### src/rtl/mult_acc_pkg.sv
// Shared constants for the product accumulator: FSM state encodings and default sizes.
package mult_acc_pkg;

    localparam int DEF_PROD_W = 8;
    localparam int DEF_ACC_W  = 12;
    localparam int DEF_COUNT  = 4;

    typedef logic [0:0] mult_acc_state_t;

    localparam mult_acc_state_t ACCUM = 1'b0;
    localparam mult_acc_state_t HOLD  = 1'b1;

endpackage

### src/rtl/mult_acc_adder.sv
// Combinational accumulate adder with carry-out.
// With MULT_ACC_SAT_EN defined, a carry clamps the sum to the all-ones value instead of wrapping.
module mult_acc_adder
    import mult_acc_pkg::*;
#(
    parameter int PROD_W = DEF_PROD_W,
    parameter int ACC_W  = DEF_ACC_W
) (
    input  logic [ACC_W-1:0]  acc_i,
    input  logic [PROD_W-1:0] product_i,
    output logic [ACC_W-1:0]  sum_o,
    output logic              carry_o
);

    logic [ACC_W:0] full_sum_s;

    // Widened add so the carry-out of the ACC_W adder is visible.
    always_comb begin
        full_sum_s = {1'b0, acc_i} + {{(ACC_W + 1 - PROD_W){1'b0}}, product_i};
        carry_o    = full_sum_s[ACC_W];
`ifdef MULT_ACC_SAT_EN
        if (full_sum_s[ACC_W]) begin
            sum_o = {ACC_W{1'b1}};
        end else begin
            sum_o = full_sum_s[ACC_W-1:0];
        end
`else
        sum_o = full_sum_s[ACC_W-1:0];
`endif
    end

endmodule

### src/rtl/mult_product_accumulator.sv
// Frame accumulator: sums COUNT products, then holds the sum on a valid/ready output.
// Optional build macro MULT_ACC_SAT_EN selects saturating instead of wrapping arithmetic.
module mult_product_accumulator
    import mult_acc_pkg::*;
#(
    parameter int PROD_W = DEF_PROD_W,
    parameter int ACC_W  = DEF_ACC_W,
    parameter int COUNT  = DEF_COUNT,
    localparam int CNT_W = $clog2(COUNT)
) (
    input  logic              clk,
    input  logic              rst,
    input  logic              clear,
    input  logic              in_valid,
    output logic              in_ready,
    input  logic [PROD_W-1:0] product,
    output logic              out_valid,
    input  logic              out_ready,
    output logic [ACC_W-1:0]  acc_out,
    output logic              overflow
);

    localparam logic [CNT_W-1:0] LAST_CNT = CNT_W'(COUNT - 1);

    mult_acc_state_t  state_q, state_d;
    logic [ACC_W-1:0] acc_q, acc_d;
    logic [CNT_W-1:0] cnt_q, cnt_d;
    logic             ovf_q, ovf_d;
    logic [ACC_W-1:0] sum_s;
    logic             carry_s;

    mult_acc_adder #(
        .PROD_W (PROD_W),
        .ACC_W  (ACC_W)
    ) u_adder (
        .acc_i     (acc_q),
        .product_i (product),
        .sum_o     (sum_s),
        .carry_o   (carry_s)
    );

    // Next-state logic; the adder result is only used on an accept in ACCUM.
    always_comb begin
        state_d = state_q;
        acc_d   = acc_q;
        cnt_d   = cnt_q;
        ovf_d   = ovf_q;
        case (state_q)
            ACCUM: begin
                if (in_valid) begin
                    acc_d = sum_s;
                    ovf_d = ovf_q | carry_s;
                    if (cnt_q == LAST_CNT) begin
                        state_d = HOLD;
                        cnt_d   = {CNT_W{1'b0}};
                    end else begin
                        cnt_d = cnt_q + CNT_W'(1);
                    end
                end else begin
                    acc_d = acc_q;
                end
            end
            HOLD: begin
                if (out_ready) begin
                    state_d = ACCUM;
                    acc_d   = {ACC_W{1'b0}};
                    ovf_d   = 1'b0;
                end else begin
                    state_d = HOLD;
                end
            end
            default: begin
                state_d = ACCUM;
                acc_d   = {ACC_W{1'b0}};
                cnt_d   = {CNT_W{1'b0}};
                ovf_d   = 1'b0;
            end
        endcase
    end

    // State registers; clear drops any in-flight accept or held result exactly like rst.
    always_ff @(posedge clk) begin
        if (rst || clear) begin
            state_q <= ACCUM;
            acc_q   <= {ACC_W{1'b0}};
            cnt_q   <= {CNT_W{1'b0}};
            ovf_q   <= 1'b0;
        end else begin
            state_q <= state_d;
            acc_q   <= acc_d;
            cnt_q   <= cnt_d;
            ovf_q   <= ovf_d;
        end
    end

    assign in_ready  = (state_q == ACCUM);
    assign out_valid = (state_q == HOLD);
    assign acc_out   = acc_q;
    assign overflow  = ovf_q;

endmodule

### config.mk
export PLATFORM = sky130hd
export DESIGN_NAME = mult_product_accumulator
export DESIGN_NICKNAME = d
export VERILOG_FILES = /design/src/rtl/mult_acc_pkg.sv /design/src/rtl/mult_acc_adder.sv /design/src/rtl/mult_product_accumulator.sv
export SDC_FILE = /design/constraint.sdc
export NUM_CORES = 1
export LEC_CHECK = 0
export CORE_ASPECT_RATIO = 1.2
export CORE_MARGIN = 2
export CORE_UTILIZATION = 45
export CTS_CLUSTER_DIAMETER = 200
export DETAILED_ROUTE_END_ITERATION = 8
export PLACE_DENSITY_LB_ADDON = 0.1
export SLEW_MARGIN = 5
export SYNTH_ARGS = -nofsm -noshare
export SYNTH_HDL_FRONTEND = slang
export SYNTH_SLANG_ARGS = --single-unit
### constraint.sdc
create_clock -name clk -period 3.21 [get_ports clk]
set_input_delay 0.4815 -clock clk [delete_from_list [all_inputs] [get_ports clk]]
set_output_delay 0.4815 -clock clk [all_outputs]
set_load 0.03 [all_outputs]
## Yosys cells after proc, flatten, opt, wreduce, memory -nomap -nowiden

Index checks and enable logic that the tools add are counted.

- $add $sub $neg: 2
- Multipliers: 0
- Divide/modulo/power cells: 0
- Magnitude comparators: 0
- Equal/unequal tests: 3
- Shift operators: 0
- Muxes and demuxes: 11
- Bitwise logic cells: 2
- Reduce and logical (&&, ||, !) cells: 3

Operators with widths:

| cell | count |
|---|---|
| 2-to-1 mux 12 bit | 2 |
| case mux 12 bit (2 select lines) | 1 |
| adder 12 x 8 -> 13 bit | 1 |
| 2-to-1 mux 1 bit | 5 |
| != test 2 bit, second input constant | 2 |
| case mux 1 bit (2 select lines) | 2 |
| AND reduction 2 bit | 2 |
| adder 2 x 1 -> 2 bit, second input constant | 1 |
| equality test 2 bit, second input constant | 1 |
| 2-to-1 mux 2 bit | 1 |
| logical OR 1 bit | 1 |
| inverter 1 bit | 1 |
| OR 1 bit | 1 |

- Flip-flop bits (word level): 16
- Latch bits: 0
- Memory bits (writable): 0
- Memory bits (read-only): 0
- Bits of input ports: 13
- Output and inout bits: 15
- Word-level logic and storage cells: 25
- Memories kept: 0

## Longest topological paths before layout

Gate-level depths: netlist of the first run.

- Depth in word-level cells: 4
- Gate-level depth with buffers: 7
- Gate-level depth less buffers: 7

## Hierarchy

Synthesis of the first run repeated with hierarchy kept, for this count alone.

- Cells, all modules: 120
- Area, all modules: 1154.9 um^2

Modules (own cells, without submodules):

| module | instances | cells an instance | area an instance (um^2) | seq. area each (um^2) |
|---|---|---|---|---|
| mult_product_accumulator | 1 | 48 | 590.6 | 320.3 |
| mult_acc_adder | 1 | 72 | 564.3 | 0.0 |

## Worst setup path before layout of the first run

OpenSTA, ideal clock, no wires.

- Path kind: input to register
- Start: input port product[0]
- End: register acc_q[6] (netlist: acc_out[6])
- Arrival: 1.831 ns
- Data required time: 3.093 ns
- Path slack: 1.262 ns
- Stages: 7
- Path buffers: 0
- Cells stage by stage: ha_1 fa_1 a21oi_1 o21ai_1 a21oi_1 xnor2_1 a32o_1

- Cells in the longest elaborated chain, start to end: 3

RTL lines:

| item | line | source |
|---|---|---|
| start: declaration | mult_product_accumulator.sv:16 | `input logic [PROD_W-1:0] product,` |
| adder 12 x 8 -> 13 bit | mult_acc_adder.sv:19 | `full_sum_s = {1'b0, acc_i} + {{(ACC_W + 1 - PROD_W){1'b0}}, product_i};` |
| 2-to-1 mux 12 bit | mult_product_accumulator.sv:50 | `if (in_valid) begin` |
| case mux 12 bit (2 select lines) | mult_product_accumulator.sv:48 | `case (state_q)` |
| end signal: assignment | mult_product_accumulator.sv:85 | `acc_q <= {ACC_W{1'b0}};` |
| end: declaration | mult_product_accumulator.sv:26 | `logic [ACC_W-1:0] acc_q, acc_d;` |

No other way between the ends. The select of a mux whose other input is x is not followed.
A chain may end at the register's enable or synchronous reset.

## Worst setup path in the final report of the first run

Same ends and word-level chain as after synthesis.

==> impl_metrics.ini, run 1 <==
[run_status]
status = finished, final reports clean

[timing]
finClkSkew_ps = 5.25
finalSetupViolCount = 0
max_freq_ghz = 0.464
fin_crit_sh = 0.671
drv_slew = 0
rsz0062_at_grt = false
hold_viol = 0
slew_headroom = 0.607
fin_crit_ps = 2160
worstMarginPinSlew_ps = 579
setup-tns-final_ps = 0

[clocking]
clk_pin_slew_ps = 100
clk-insertion-delay-late_ps = 280
cts.sinks = 16
post_cts_resized = 0
post_cts_buffers = 0
clockRootBuffer = clkbuf_4
cts_tree = built
ctsLongestPathBuffers = 2
cts_buffers = 3
htree_levels = 1
postCtsHoldBufs = 0

[logic_synthesis]
yosys_warnings = 0
synthDominantCellAreaShare = 0.339
yosysSeqAreaShare = 0.339
postSynthCellCount = 106
synth.net_count = 129
synth_top_area_cell = dfxtp_1
synth_cell_types = 30
synth.avg_cell_area_sq_um = 8.91
synthTopCellsByArea = dfxtp_1 34%, ha_1 12%, a21oi_1 5.8%
synth_area_sq_um = 945
synth_seq_cells = 16

[layout]
area_growth_pct = 34.7
fin_area_sq_um = 1270
drive_gt1_frac = 0.0662
mostFrequentLayoutCells = 27 x clkdlybuf4s50_1, 16 x dfxtp_1, 13 x nor2_1, 11 x a21oi_1, 10 x nand2_1
final_util = 0.628
insertedDiodeCount = 0
nets = 160
layout_commonest_cell = clkdlybuf4s50_1

[min_path]
min_path_type = reg2reg
min_delay_path_depth = 2

[power_and_ir_drop]
power_frac_seq = 0.472
p_leak_nw = 0.490
p_int_uw = 319
clkPwrFrac = 0.305
netSwitchingFraction = 0.277
combinationalPowerShare = 0.224
p_switching_uw = 122
powerDensity_nw_per_um2 = 346
ir_drop_mv = 0.210

[run]
cap_violations = 0

[detailed_routing]
vias = 859
detail-route-antenna-nets = 0
drt_wl_total_um = 1960
drc = 0
first_pass_iters = 4
wire_per_inst_um = 12.5
drt_iter0_drc = 7
vias_per_cell = 5.51

[global_routing]
grt_pass1_wl_um = 3390
grt_max_degree = 11
antenna_found_initial = 0
grt_overflow_total = 0
grt_usage = 0.189
grt_pass1_vias = 818

[setup_path]
path_cells = clkdlybuf4s50_1 -> ha_1 -> fa_1 -> a21oi_1 -> o21ai_1 -> a21oi_1 -> xnor2_1 -> a32o_1
arrival_ps = 2340
path_max_fanout = 3
max_stage_delay_ps = 400
cp.required_ps = 3400
critPathKind = in2reg
cp_slowest_cell = clkdlybuf4s50_1
rr_worst_depth = 7
cp_common_cell = a21oi_1
cp-end-kind = flop
cp-start-kind = input pin

[die]
die_h_um = 54.2
dieArea_sq_um = 2480
rows = 18
pin_count = 28
core_sq_um = 2030
initial_utilization = 0.466
dieWidth_um = 45.8

[placed_design]
place_area_sq_um = 1240
hpwl_um = 1580
place_congestion = 0.778
io_buffers = 27
## final timing paths
path,start,to,slack (ps)
setup / recovery,product[0],acc_out[6],1050
hold / removal,cnt_q[1],cnt_q[1],470
setup reg to reg,acc_out[0],acc_out[6],1350
hold reg to reg,cnt_q[1],cnt_q[1],470
## cell families (layout without fill, tap and decap cells)
| logic type | after synthesis | count (layout) | share of synthesized area |
|---|---|---|---|
| multiplexers | 1 | 1 | 0.0146 |
| flip-flops | 16 | 16 | 0.339 |
| AND/OR/NAND/NOR | 34 | 34 | 0.178 |
| adder cells (fa/ha/maj) | 10 | 10 | 0.140 |
| XOR/XNOR | 9 | 9 | 0.0834 |
| AO/OA/AOI/OAI | 32 | 32 | 0.229 |
| buffers and inverters | 4 | 34 | 0.0159 |
## cell usage after synthesis, drive strengths merged
master / instances
dfxtp: 16
nor2: 13
a21oi: 11
nand2: 11
ha: 9
xor2: 6
o21ai: 5
a211oi: 4
a22oi: 4
a32o: 4
inv: 3
nand3: 3
xnor2: 3
and2b: 1
clkbuf: 1
fa: 1
mux2i: 1
nand2b: 1
nand4: 1
nor3: 1
nor4: 1
o21bai: 1
o221ai: 1
o22ai: 1
o31a: 1
or2: 1
or3: 1
## metal layers
metal | vias up | track usage | routed length [um]
li1 | 450 | - | -
met1 | 395 | 0.243 | 951
met4 | 0 | 0.0714 | 0
met2 | 14 | 0.312 | 954
met3 | 0 | 0.0302 | 50
met5 | - | 0 | 0
## layout make-up
| type | instances | area (sq um) |
|---|---|---|
| Clock buffer | 4 | 36.3 |
| Fill cell | 182 | 754 |
| Sequential cell | 16 | 320 |
| Tap cell | 20 | 25.0 |
| Multi-Input combinational cell | 86 | 609 |
| Timing Repair Buffer | 27 | 270 |
| Inverter | 3 | 11.3 |
## power groups by stage
| stage | clock, mW | combinational (mW) | sequential [mW] |
|---|---|---|---|
| after floorplan | 0 | 0.0543 | 0.221 |
| after CTS | 0.140 | 0.0990 | 0.208 |
| final | 0.134 | 0.0985 | 0.208 |
| after detailed placement | 0 | 0.0986 | 0.213 |
| after global routing | 0.154 | 0.110 | 0.209 |
| after global placement | 0 | 0.0978 | 0.212 |
## flip-flops by register name, summed over array words and instances, names as in the netlist
signal and count:
out_valid 1, cnt_q 2, overflow 1, acc_out 12
## critical path: cells and delay by family
kind            cells  cell delay (ps)
compound gates      4              740
fa+ha+maj           2              630
buf+inv             1              400
xor+xnor            1               80
## per-stage QoR
| stage | std cells | worst slack [ps] | power, mW | hold slack [ps] |
|---|---|---|---|---|
| detailed placement | 152 | 745 | 0.311 | 454 |
| floorplan | 106 | 1260 | 0.275 | 440 |
| finish | 156 | 1050 | 0.441 | 465 |
| global placement | 152 | 764 | 0.310 | 450 |
| CTS | 156 | 1060 | 0.448 | 467 |
| global route | 156 | 934 | 0.472 | 478 |
No activity file was read; power rests on OpenSTA's default activity.
==> run 2, diff against run 1 <==
==> constraint.sdc (replaced) <==
create_clock -name clk -period 2.2 [get_ports clk]
set_input_delay 0.33 -clock clk [delete_from_list [all_inputs] [get_ports clk]]
set_output_delay 0.33 -clock clk [all_outputs]
set_load 0.03 [all_outputs]
==> run 2 against run 1 <==
  * Routed wire length rose by 9.4%
  * Register-to-register slack worse by 1000 ps
  * Sequential cell count unchanged
  * Clock skew up 3.9 ps
  * Sequential share of layout area decreased by 1.4 points
  * Largest power group unchanged
  * Via count grew 7.0%
  * Die area is the same
  * First-iteration DRC count grew 110%
  * Design area is 5.9% higher
  * Total power increased by 51%
==> impl_metrics.ini, run 2 (synthesized netlist as in run 1, its figures left out) <==
[run_status]
status = finished, final reports clean

[setup_path]
cp_common_cell = a21oi_1
max_stage_delay_ps = 400
reg2reg_from = acc_out[0]
path_cells = clkdlybuf4s50_1 -> ha_1 -> fa_1 -> a21oi_1 -> o21ai_1 -> a21oi_1 -> xnor2_1 -> a32o_1
path_max_fanout = 3
r2r_end = acc_out[6]
cp.required_ps = 2390
cp-end-kind = flop
r2r_slack_ps = 310
rr_worst_depth = 7
cp-start-kind = input pin
arrival_ps = 2210
cp_slowest_cell = clkdlybuf4s50_1
critPathKind = in2reg

[timing]
hold-worst-slack_ps = 467
hold_viol = 0
slew_headroom = 0.720
setup-tns-final_ps = 0
fin_crit_sh = 0.918
max_freq_ghz = 0.495
fin_crit_ps = 2020
rsz0062_at_grt = false
finClkSkew_ps = 9.14
fin_ws_ps = 180
drv_slew = 0
finalSetupViolCount = 0
worstMarginPinSlew_ps = 412

[global_routing]
grt_pass1_vias = 821
grt_pass1_wl_um = 3510
grt_overflow_total = 0
antenna_found_initial = 0
grt_max_degree = 10
grt_usage = 0.197

[layout]
fill_cells = 176
nets = 170
ff_latch_area_sq_um = 320
final_util = 0.665
multiInputGateArea_sq_um = 609
layout_commonest_cell = clkdlybuf4s50_1
insertedDiodeCount = 0
mostFrequentLayoutCells = 27 x clkdlybuf4s50_1, 16 x dfxtp_1, 13 x nor2_1, 11 x a21oi_1
drive_gt1_frac = 0.130
largest_reg_flops = 12
final_cells = 166
area_growth_pct = 42.6
fin_area_sq_um = 1350

[power_and_ir_drop]
ir_drop_mv = 0.403
powerDensity_nw_per_um2 = 492
finalPower_uw = 663
p_leak_nw = 0.538

[detailed_routing]
detail-route-antenna-nets = 0
drt_iter0_drc = 15
wire_per_inst_um = 12.9
vias_per_cell = 5.54
drc = 0
drt_wl_total_um = 2140
vias = 919
first_pass_iters = 4

[run]
cap_violations = 0

[placed_design]
place_congestion = 0.808
io_buffers = 27
dp_cells = 162
hpwl_um = 1710
preCtsSetupSlack_ps = -144
place_area_sq_um = 1310

[clocking]
cts_buffers = 3
clockRootBuffer = clkbuf_4
cts_tree = built
post_cts_resized = 0
ctsLongestPathBuffers = 2
post_cts_buffers = 0
clk-insertion-delay-late_ps = 290
htree_levels = 1
cts.sinks = 16
clk_pin_slew_ps = 100
postCtsHoldBufs = 0

[min_path]
hold_path_end = overflow
min_delay_path_depth = 2
min_from = overflow
min_path_type = reg2reg

[die]
core_sq_um = 2030
rows = 18
pin_count = 28
initial_utilization = 0.466
dieArea_sq_um = 2480
dieWidth_um = 45.8
die_h_um = 54.2
[run 2: cell count changes in the layout (fill, tap and decap cells not counted), sizes merged]
cell	before	now
buf	0	10
[run 2: report_power, final]
| part | switching, mW | leakage, nW | internal (mW) |
|---|---|---|---|
| Combinational | 0.0822 | 0.387 | 0.0819 |
| Sequential | 0.00638 | 0.130 | 0.297 |
| Clock | 0.0949 | 0.0210 | 0.101 |
| Total | 0.183 | 0.538 | 0.480 |
[run 2: how the worst max path moves through the flow]
| stage | start | endpoint | slack (ps) |
|---|---|---|---|
| floorplan | acc_out[0] | acc_out[6] | 290 |
| detailed placement | product[0] | acc_out[6] | -140 |
| global route | product[0] | acc_out[6] | 60 |
| CTS | product[0] | acc_out[6] | 180 |
| finish | product[0] | acc_out[6] | 180 |
| global placement | product[0] | acc_out[6] | -80 |
[run 2: per-layer routing]
layer,up-vias,global-route usage,share of wire
li1,473,-,-
met1,420,0.255,0.45
met2,22,0.322,0.50
met3,4,0.0403,0.040
met4,0,0.0714,0.011
met5,-,0,0
[run 2: critical path, delay by kind of cell]
family | cells | cell delay, ps
compound gates | 4 | 750
xor+xnor | 1 | 80
fa+ha+maj | 2 | 630
buf+inv | 1 | 400
[run 2: layout make-up]
| type | instances | share of cell area |
|---|---|---|
| Tap cell | 20 | 0.0186 |
| Clock buffer | 4 | 0.0269 |
| Multi-Input combinational cell | 86 | 0.452 |
| Inverter | 3 | 0.00836 |
| Sequential cell | 16 | 0.238 |
| Timing Repair Buffer | 37 | 0.256 |
